`src/rtl/branch_compare_pipe.sv`:
```
// branch_compare_pipe: pipelined ten-mode branch comparator with tag, mispredict flag and saturating retire counters
module branch_compare_pipe #(
  parameter int WIDTH  = 32,
  parameter int STAGES = 1,
  parameter int TAG_W  = 5,
  parameter int CNT_W  = 16
) (
  input  logic             clk,
  input  logic             rst_n,
  input  logic             in_valid,
  input  logic             stall,
  input  logic             flush,
  input  logic [3:0]       op,
  input  logic [WIDTH-1:0] in1,
  input  logic [WIDTH-1:0] in2,
  input  logic             pred_taken,
  input  logic [TAG_W-1:0] in_tag,
  output logic             out_valid,
  output logic             out_taken,
  output logic             out_mispredict,
  output logic             out_op_err,
  output logic [TAG_W-1:0] out_tag,
  output logic [CNT_W-1:0] branch_cnt,
  output logic [CNT_W-1:0] mispred_cnt
);
  if (STAGES < 1 || STAGES > 3) begin : g_bad_stages
    $error("branch_compare_pipe: STAGES must be 1..3");
  end
  logic eq, lt_s, lt_u, lez, taken_c, err_c, retire;
  logic [STAGES-1:0] v_q, t_q, m_q, e_q;
  logic [TAG_W-1:0] tag_q [STAGES];
  logic [CNT_W-1:0] bc_q, bc_d, mc_q, mc_d;
  always_comb begin
    eq      = in1 == in2;
    lt_s    = $signed(in1) < $signed(in2);
    lt_u    = in1 < in2;
    lez     = in1[WIDTH-1] | ~|in1;
    err_c   = op > 4'd9;
    taken_c = op == 4'd0 ? eq :
              op == 4'd1 ? ~eq :
              op == 4'd2 ? lt_s :
              op == 4'd3 ? ~lt_s :
              op == 4'd4 ? lt_u :
              op == 4'd5 ? ~lt_u :
              op == 4'd6 ? lez :
              op == 4'd7 ? ~lez :
              op == 4'd8 ? in1[WIDTH-1] :
              op == 4'd9 ? ~in1[WIDTH-1] : 1'b0;
    retire  = v_q[STAGES-1] & ~stall & ~flush;
    bc_d    = retire && ~&bc_q ? bc_q + CNT_W'(1) : bc_q;
    mc_d    = retire && m_q[STAGES-1] && ~&mc_q ? mc_q + CNT_W'(1) : mc_q;
  end
  always_ff @(posedge clk or negedge rst_n)
    if (!rst_n) begin
      v_q  <= '0;
      bc_q <= '0;
      mc_q <= '0;
    end else begin
      v_q  <= flush ? '0 : stall ? v_q : (v_q << 1) | STAGES'(in_valid);
      bc_q <= bc_d;
      mc_q <= mc_d;
    end
  always_ff @(posedge clk)
    if (!stall) begin
      t_q      <= (t_q << 1) | STAGES'(taken_c);
      m_q      <= (m_q << 1) | STAGES'(taken_c ^ pred_taken);
      e_q      <= (e_q << 1) | STAGES'(err_c);
      tag_q[0] <= in_tag;
      for (int i = 1; i < STAGES; i++) tag_q[i] <= tag_q[i-1];
    end
  assign out_valid      = v_q[STAGES-1];
  assign out_taken      = out_valid & t_q[STAGES-1];
  assign out_mispredict = out_valid & m_q[STAGES-1];
  assign out_op_err     = out_valid & e_q[STAGES-1];
  assign out_tag        = out_valid ? tag_q[STAGES-1] : '0;
  assign branch_cnt     = bc_q;
  assign mispred_cnt    = mc_q;
endmodule

```
`config.mk`:
```
export PLATFORM = sky130hd
export DESIGN_NAME = branch_compare_pipe
export DESIGN_NICKNAME = d
export VERILOG_FILES = /design/src/rtl/branch_compare_pipe.sv
export SDC_FILE = /design/constraint.sdc
export NUM_CORES = 1
export LEC_CHECK = 0
export ABC_AREA = 1
export CORE_MARGIN = 1.5
export CORE_UTILIZATION = 46
export CTS_BUF_LIST = sky130_fd_sc_hd__clkbuf_4 sky130_fd_sc_hd__clkbuf_8
export CTS_CLUSTER_SIZE = 25
export DETAILED_ROUTE_END_ITERATION = 8
export PLACE_DENSITY_LB_ADDON = 0.25
export SETUP_SLACK_MARGIN = 0.2
export SLEW_MARGIN = 15
export SYNTH_ARGS = -nofsm -noshare
export SYNTH_HDL_FRONTEND = slang
export SYNTH_SLANG_ARGS = --single-unit
```
`constraint.sdc`:
```
create_clock -name clk -period 2.3 [get_ports clk]
set_input_delay 0.46 -clock clk [delete_from_list [all_inputs] [get_ports clk]]
set_output_delay 0.46 -clock clk [all_outputs]
set_load 0.02 [all_outputs]
```
Yosys cells after proc, flatten, opt, wreduce, memory -nomap -nowiden --
Memory sizes are Yosys's and may differ from the RTL's. Cells that the tools add are included.
Storage, ports and cells: output and inout port bits 41, bits in registers 36, memories kept 1, bits in writable memories 5, logic and storage cells 61, bits of input ports 79
Operators by class: eq/ne operators 11, magnitude comparators 3, add/sub/neg operators 2, bitwise logic cells 14, reduce and logical (&&, ||, !) cells 10, multiplexer cells 14
Memories:
- tag_q | words 1, width 5, rd ports 1, clocked after Yosys merged registers in 0, wr ports 1, RTL line 31 | logic [TAG_W-1:0] tag_q [STAGES];
Operators by type and width (count):
- 32-bit less-than comparator | 2
- 16-bit by 1-bit adder with 16-bit output (second input constant) | 2
- 32-bit equality test | 1
- 16-bit AND reduction | 2
- 32-bit OR reduction | 1
- 4-bit by 3-bit equality test with 1-bit output (second input constant) | 4
- 1-bit two-way mux | 13
- 4-bit by 2-bit equality test with 1-bit output (second input constant) | 2
- 4-bit equality test (second input constant) | 2
- 1-bit NOT | 7
- 1-bit AND | 5
- 5-bit two-way mux | 1
- 4-bit by 1-bit equality test with 1-bit output (second input constant) | 1
- 4-bit greater-than comparator (second input constant) | 1
- 4-bit logical NOT | 1
- 1-bit logical AND | 3
- 1-bit logical NOT | 3
- 2-bit by 1-bit inequality test with 1-bit output (second input constant) | 1
- 1-bit bitwise OR | 1
- 1-bit XOR | 1

Logic depth before layout (Yosys ltp) --
depth in word-level cells 13, depth in mapped cells 21, mapped depth without buffers 21

Worst setup path after synthesis --
OpenSTA, ideal clock, no wires.
path type input to register, from input in2[31], to register m_q, data pin, data arrival time 1.861 ns, stages on the path 15, path buffers 0, setup slack 0.187 ns, cell sequence inv_1 ha_1 nand2_1 nor2_1 nand2_1 nor4_4 nand2_1 nand2_1 nand2_1 nand3_1 nand3_1 nand2_1 nand3_1 nand2_1 nand2_1
Between the ends: word-level cells in the longest chain between the ends 9, elaborated cells between the ends (all ways) 13, classes of those cells 2 x order compare; 1 x eq/ne; 6 x mux; 4 x bitwise
Ends and longest elaborated chain:
- start: declaration | RTL line 15 | input logic [WIDTH-1:0] in2,
- 32-bit less-than comparator | RTL line 36 | lt_u = in1 < in2;
- 1-bit NOT | RTL line 44 | op == 4'd5 ? ~lt_u :
- 1-bit two-way mux | RTL line 44
- 1-bit two-way mux | RTL line 43 | op == 4'd4 ? lt_u :
- 1-bit two-way mux | RTL line 42 | op == 4'd3 ? ~lt_s :
- 1-bit two-way mux | RTL line 41 | op == 4'd2 ? lt_s :
- 1-bit two-way mux | RTL line 40 | op == 4'd1 ? ~eq :
- 1-bit two-way mux * | RTL line 39 | taken_c = op == 4'd0 ? eq :
- named net taken_c | RTL line 29 | logic eq, lt_s, lt_u, lez, taken_c, err_c, retire;
- 1-bit XOR * | RTL line 66 | m_q <= (m_q << 1) | STAGES'(taken_c ^ pred_taken);
- end signal: assignment | RTL line 66
- end: declaration | RTL line 30 | logic [STAGES-1:0] v_q, t_q, m_q, e_q;
The timed path passes the listed nets; every way through them passes the cells marked *. A chain may end at the register's enable or synchronous reset.

Worst setup path after layout --
from input in1[7], to register m_q, data pin
Between the ends: word-level cells in the longest chain between the ends 13, elaborated cells between the ends (all ways) 19, classes of those cells 2 x order compare; 1 x eq/ne; 8 x mux; 6 x bitwise; 2 x reduce/logical
Ends and longest elaborated chain:
- start: declaration | RTL line 14 | input logic [WIDTH-1:0] in1,
- branches (longest 11 deep; another with 32-bit less-than comparator)
- 1-bit two-way mux * | RTL line 39
- named net taken_c | RTL line 29
- 1-bit XOR * | RTL line 66
Mark *: on every way through the listed nets, which the timed path passes.

==> results.sh <==
export IMPL_critPathMaxFanout=3
export IMPL_p_leak_uw=0.00248
export IMPL_layout_nets=645
export IMPL_core_box_area_um2=6390
export IMPL_post_synth_main_area_contributors="sky130_fd_sc_hd__dfrtp_1 (27%), sky130_fd_sc_hd__ha_1 (14%), sky130_fd_sc_hd__nand2_1 (9.3%)"
export IMPL_avgSynthCellArea_um2=8.07
export IMPL_place_port_buffers=119
export IMPL_largest_net_degree_at_the_start_of_global_routing=34
export IMPL_mostFrequentLayoutCell="sky130_fd_sc_hd__nand2_1"
export IMPL_yosys_register_bits=41
export IMPL_drive_gt1_share_pct=25.1
export IMPL_place_gp_congestion=0.853
export IMPL_yosys_cell_types_count=29
export IMPL_outcome="completed"
export IMPL_syn_area_um2=3070
export IMPL_clockRootBuffer="sky130_fd_sc_hd__clkbuf_8"
export IMPL_vias=3053
export IMPL_crit_path_max_incr_delay_ps=270
export IMPL_pwr_density_cell_nw_per_um2=501
export IMPL_cts_tree="done"
export IMPL_grt_antenna_before_repair=0
export IMPL_regToRegSetupSlack_ps=340
export IMPL_drtPass1Iterations=5
export IMPL_detail_route_antenna_nets=0
export IMPL_die_height_um=84.7
export IMPL_worst_pin_slew_ps=409
export IMPL_critPathLaunchType="primary input"
export IMPL_final_critical_path_time_including_i_o_delays_and_setup_ps=2120
export IMPL_worst_min_delay_path_startpoint="mispred_cnt[14]"
export IMPL_worstHoldPathCells=1
export IMPL_design_portCount=120
export IMPL_clock_skew_ps=2.97
export IMPL_r2r_path_start="mispred_cnt[0]"
export IMPL_floorplan_initialDensity_pct=48.0
export IMPL_clk_buf_depth=2
export IMPL_grt_first_pass_wirelength_mm=13.8
export IMPL_grt_pass1_vias=3264
export IMPL_timing_hold_violations_final=0
export IMPL_totalPowerFinal_uw=2520
export IMPL_yosysSeqAreaShare_pct=34.7
export IMPL_regToRegEndpoint="mispred_cnt[13]"
export IMPL_syn_nets=493
export IMPL_clkTransAtPathRegs_ps=80
export IMPL_synthCells=380
export IMPL_register_area_um2=1070
export IMPL_timing_final_crit_share_pct=92.0
export IMPL_die_area_um2=7170
export IMPL_number_of_cell_rows=29
export IMPL_final_setup_worst_slack_ps=183
export IMPL_clock_insertion_delay_worst_skew_ps=290
export IMPL_route_final_wire_length_mm=8.13
export IMPL_synth_yosys_warnings=0
export IMPL_max_cap_viol_count=0
export IMPL_critPathMostFrequentCell="sky130_fd_sc_hd__nand2_1"
export IMPL_timing_reg2reg_worst_path_depth=12
export IMPL_die_width_um=84.7
export IMPL_leading_cell_types_in_the_layout_fill_and_taps_excluded="sky130_fd_sc_hd__nand2_1 (63), sky130_fd_sc_hd__dlygate4sd2_1 (58), sky130_fd_sc_hd__clkdlybuf4s50_1 (55), sky130_fd_sc_hd__inv_1 (49), sky130_fd_sc_hd__nor2_1 (37)"
export IMPL_crit_arrival_ps=2170
export IMPL_worst_endpoint_required_ps=2360
export IMPL_grt_setup_unrepaired="yes"
export IMPL_timing_hold_worst_class="flop to flop"
export IMPL_tritoncts_buffer_count=5
export IMPL_htreeDepth=2
export IMPL_layout_filler_cells=429
export IMPL_slew_limit_headroom_pct=72.7
export IMPL_area_delta_synth_final_pct=63.8
export IMPL_criticalPathCategory="primary input to flop"
export IMPL_ctsHoldBuffers=0
export IMPL_cts_sinks=41
export IMPL_synthDominantCellAreaShare_pct=26.9
export IMPL_worst_hold_path_endpoint="mispred_cnt[14]"
export IMPL_biggest_area_consumer_among_synthesized_cells="sky130_fd_sc_hd__dfrtp_1"
export IMPL_global_route_overflow_total=0
export IMPL_post_route_drc_count=0
export IMPL_drc_marker_count_from_the_first_detailed_route_iteration=53
export IMPL_total_area_of_multi_input_combinational_cells_um2=2120
export IMPL_cpLargestDelayFamily="simple AND/OR/NAND/NOR gates"
export IMPL_avgRoutedWirePerCell_um=13.3
export IMPL_worst_ir_drop_vdd_uv=488
export IMPL_dp_worst_setup_slack_ps=-448
export IMPL_antenna_diode_count=0
export IMPL_globalRouteTotalUtil_pct=23.4
export IMPL_post_dp_hpwl_mm=6.04
export IMPL_setup_crit_end_kind="flop"
export IMPL_achievable_frequency_mhz=472
export IMPL_slew_violations=0
export IMPL_critical_path_cell_with_the_highest_stage_delay="sky130_fd_sc_hd__ha_4"
export IMPL_viasPerCell=5.00
export IMPL_setup_violations_final=0
export IMPL_critPathBufInv=1
export IMPL_critical_path_cell_chain="clkdlybuf4s15_1, ha_4, a21o_1, nor2_1, nand2_1, nand2_1, nand2_1, nand2_2, nand2_2, nand2_1, nand2_1, nor2_1, nand3_1, nand2_2, nand3_2, nand2_1, nand2_1"
## metrics by stage
stage	TNS (ps)	instance area, µm²	util (%)	std cells	hold WS [ps]
floorplan	0	3100	-	380	164
global placement	-660	4520	70.8	594	477
detailed placement	-785	4520	70.8	594	489
CTS	0	4940	77.4	608	500
global route	0	5030	78.7	610	516
finish	0	5030	78.7	610	496
## cells by family after synthesis
| group | count (synthesis) | synth area share (%) |
|---|---|---|
| AO/OA/AOI/OAI | 24 | 4.32 |
| XOR/XNOR | 30 | 8.56 |
| adder cells (fa/ha/maj) | 34 | 13.9 |
| buffers and inverters | 75 | 9.50 |
| flip-flops | 41 | 34.7 |
| AND/OR/NAND/NOR | 176 | 29.0 |
## area by class of cell
cell class,count,area share [%]
Multi-Input combinational cell,264,42.2
Clock buffer,5,1.37
Tap cell,77,1.92
Inverter,74,5.63
Clock inverter,3,1.29
Timing Repair Buffer,146,26.3
Sequential cell,41,21.3
## registers in the layout, summed over array words and instances, names as in the netlist
signal,cells
out_valid,1
tag_q,5
branch_cnt,16
m_q,1
t_q,1
e_q,1
mispred_cnt,16
## power by group
group	switching (µW)	total (µW)	internal [µW]
clock network	254	685	431
logic	437	899	462
registers	100	934	834
total	791	2520	1730
## worst max path at each step
stage | endpoint | startpoint | cells past startpoint
final | m_q | in1[7] | 17
after global routing | m_q | in1[27] | 15
after global placement | m_q | in2[28] | 16
after detailed placement | m_q | in2[28] | 16
after CTS | m_q | in1[5] | 18
after floorplan | m_q | in2[27] | 15
## routing by layer
metal	track usage (%)	part of all wire, %	routed length, µm	vias to the layer above
li1	-	-	-	1518
met1	24.2	37	3010	1424
met2	46.4	55	4480	89
met3	4.23	4.9	396	22
met4	8.50	3.0	240	0
met5	0	0	0	-
## synth_stat cells (all sizes together)
cell,number
nand2,79
inv,74
nor2,44
ha,34
dfrtp,33
nand3,24
xor2,20
a21oi,16
nor3,13
nand4,12
xnor2,10
edfxtp,8
nor4,3
o21a,3
o21ai,3
a211oi,1
a21o,1
buf,1
nand3b,1
## timing repair
item | CTS | global route
gates resized for setup | 127 | 20
setup endpoints to repair | 6 | 10
buffers inserted | 6 | 2
pin swaps | 54 | 16
Note: power is estimated with default switching activity, not from simulation.
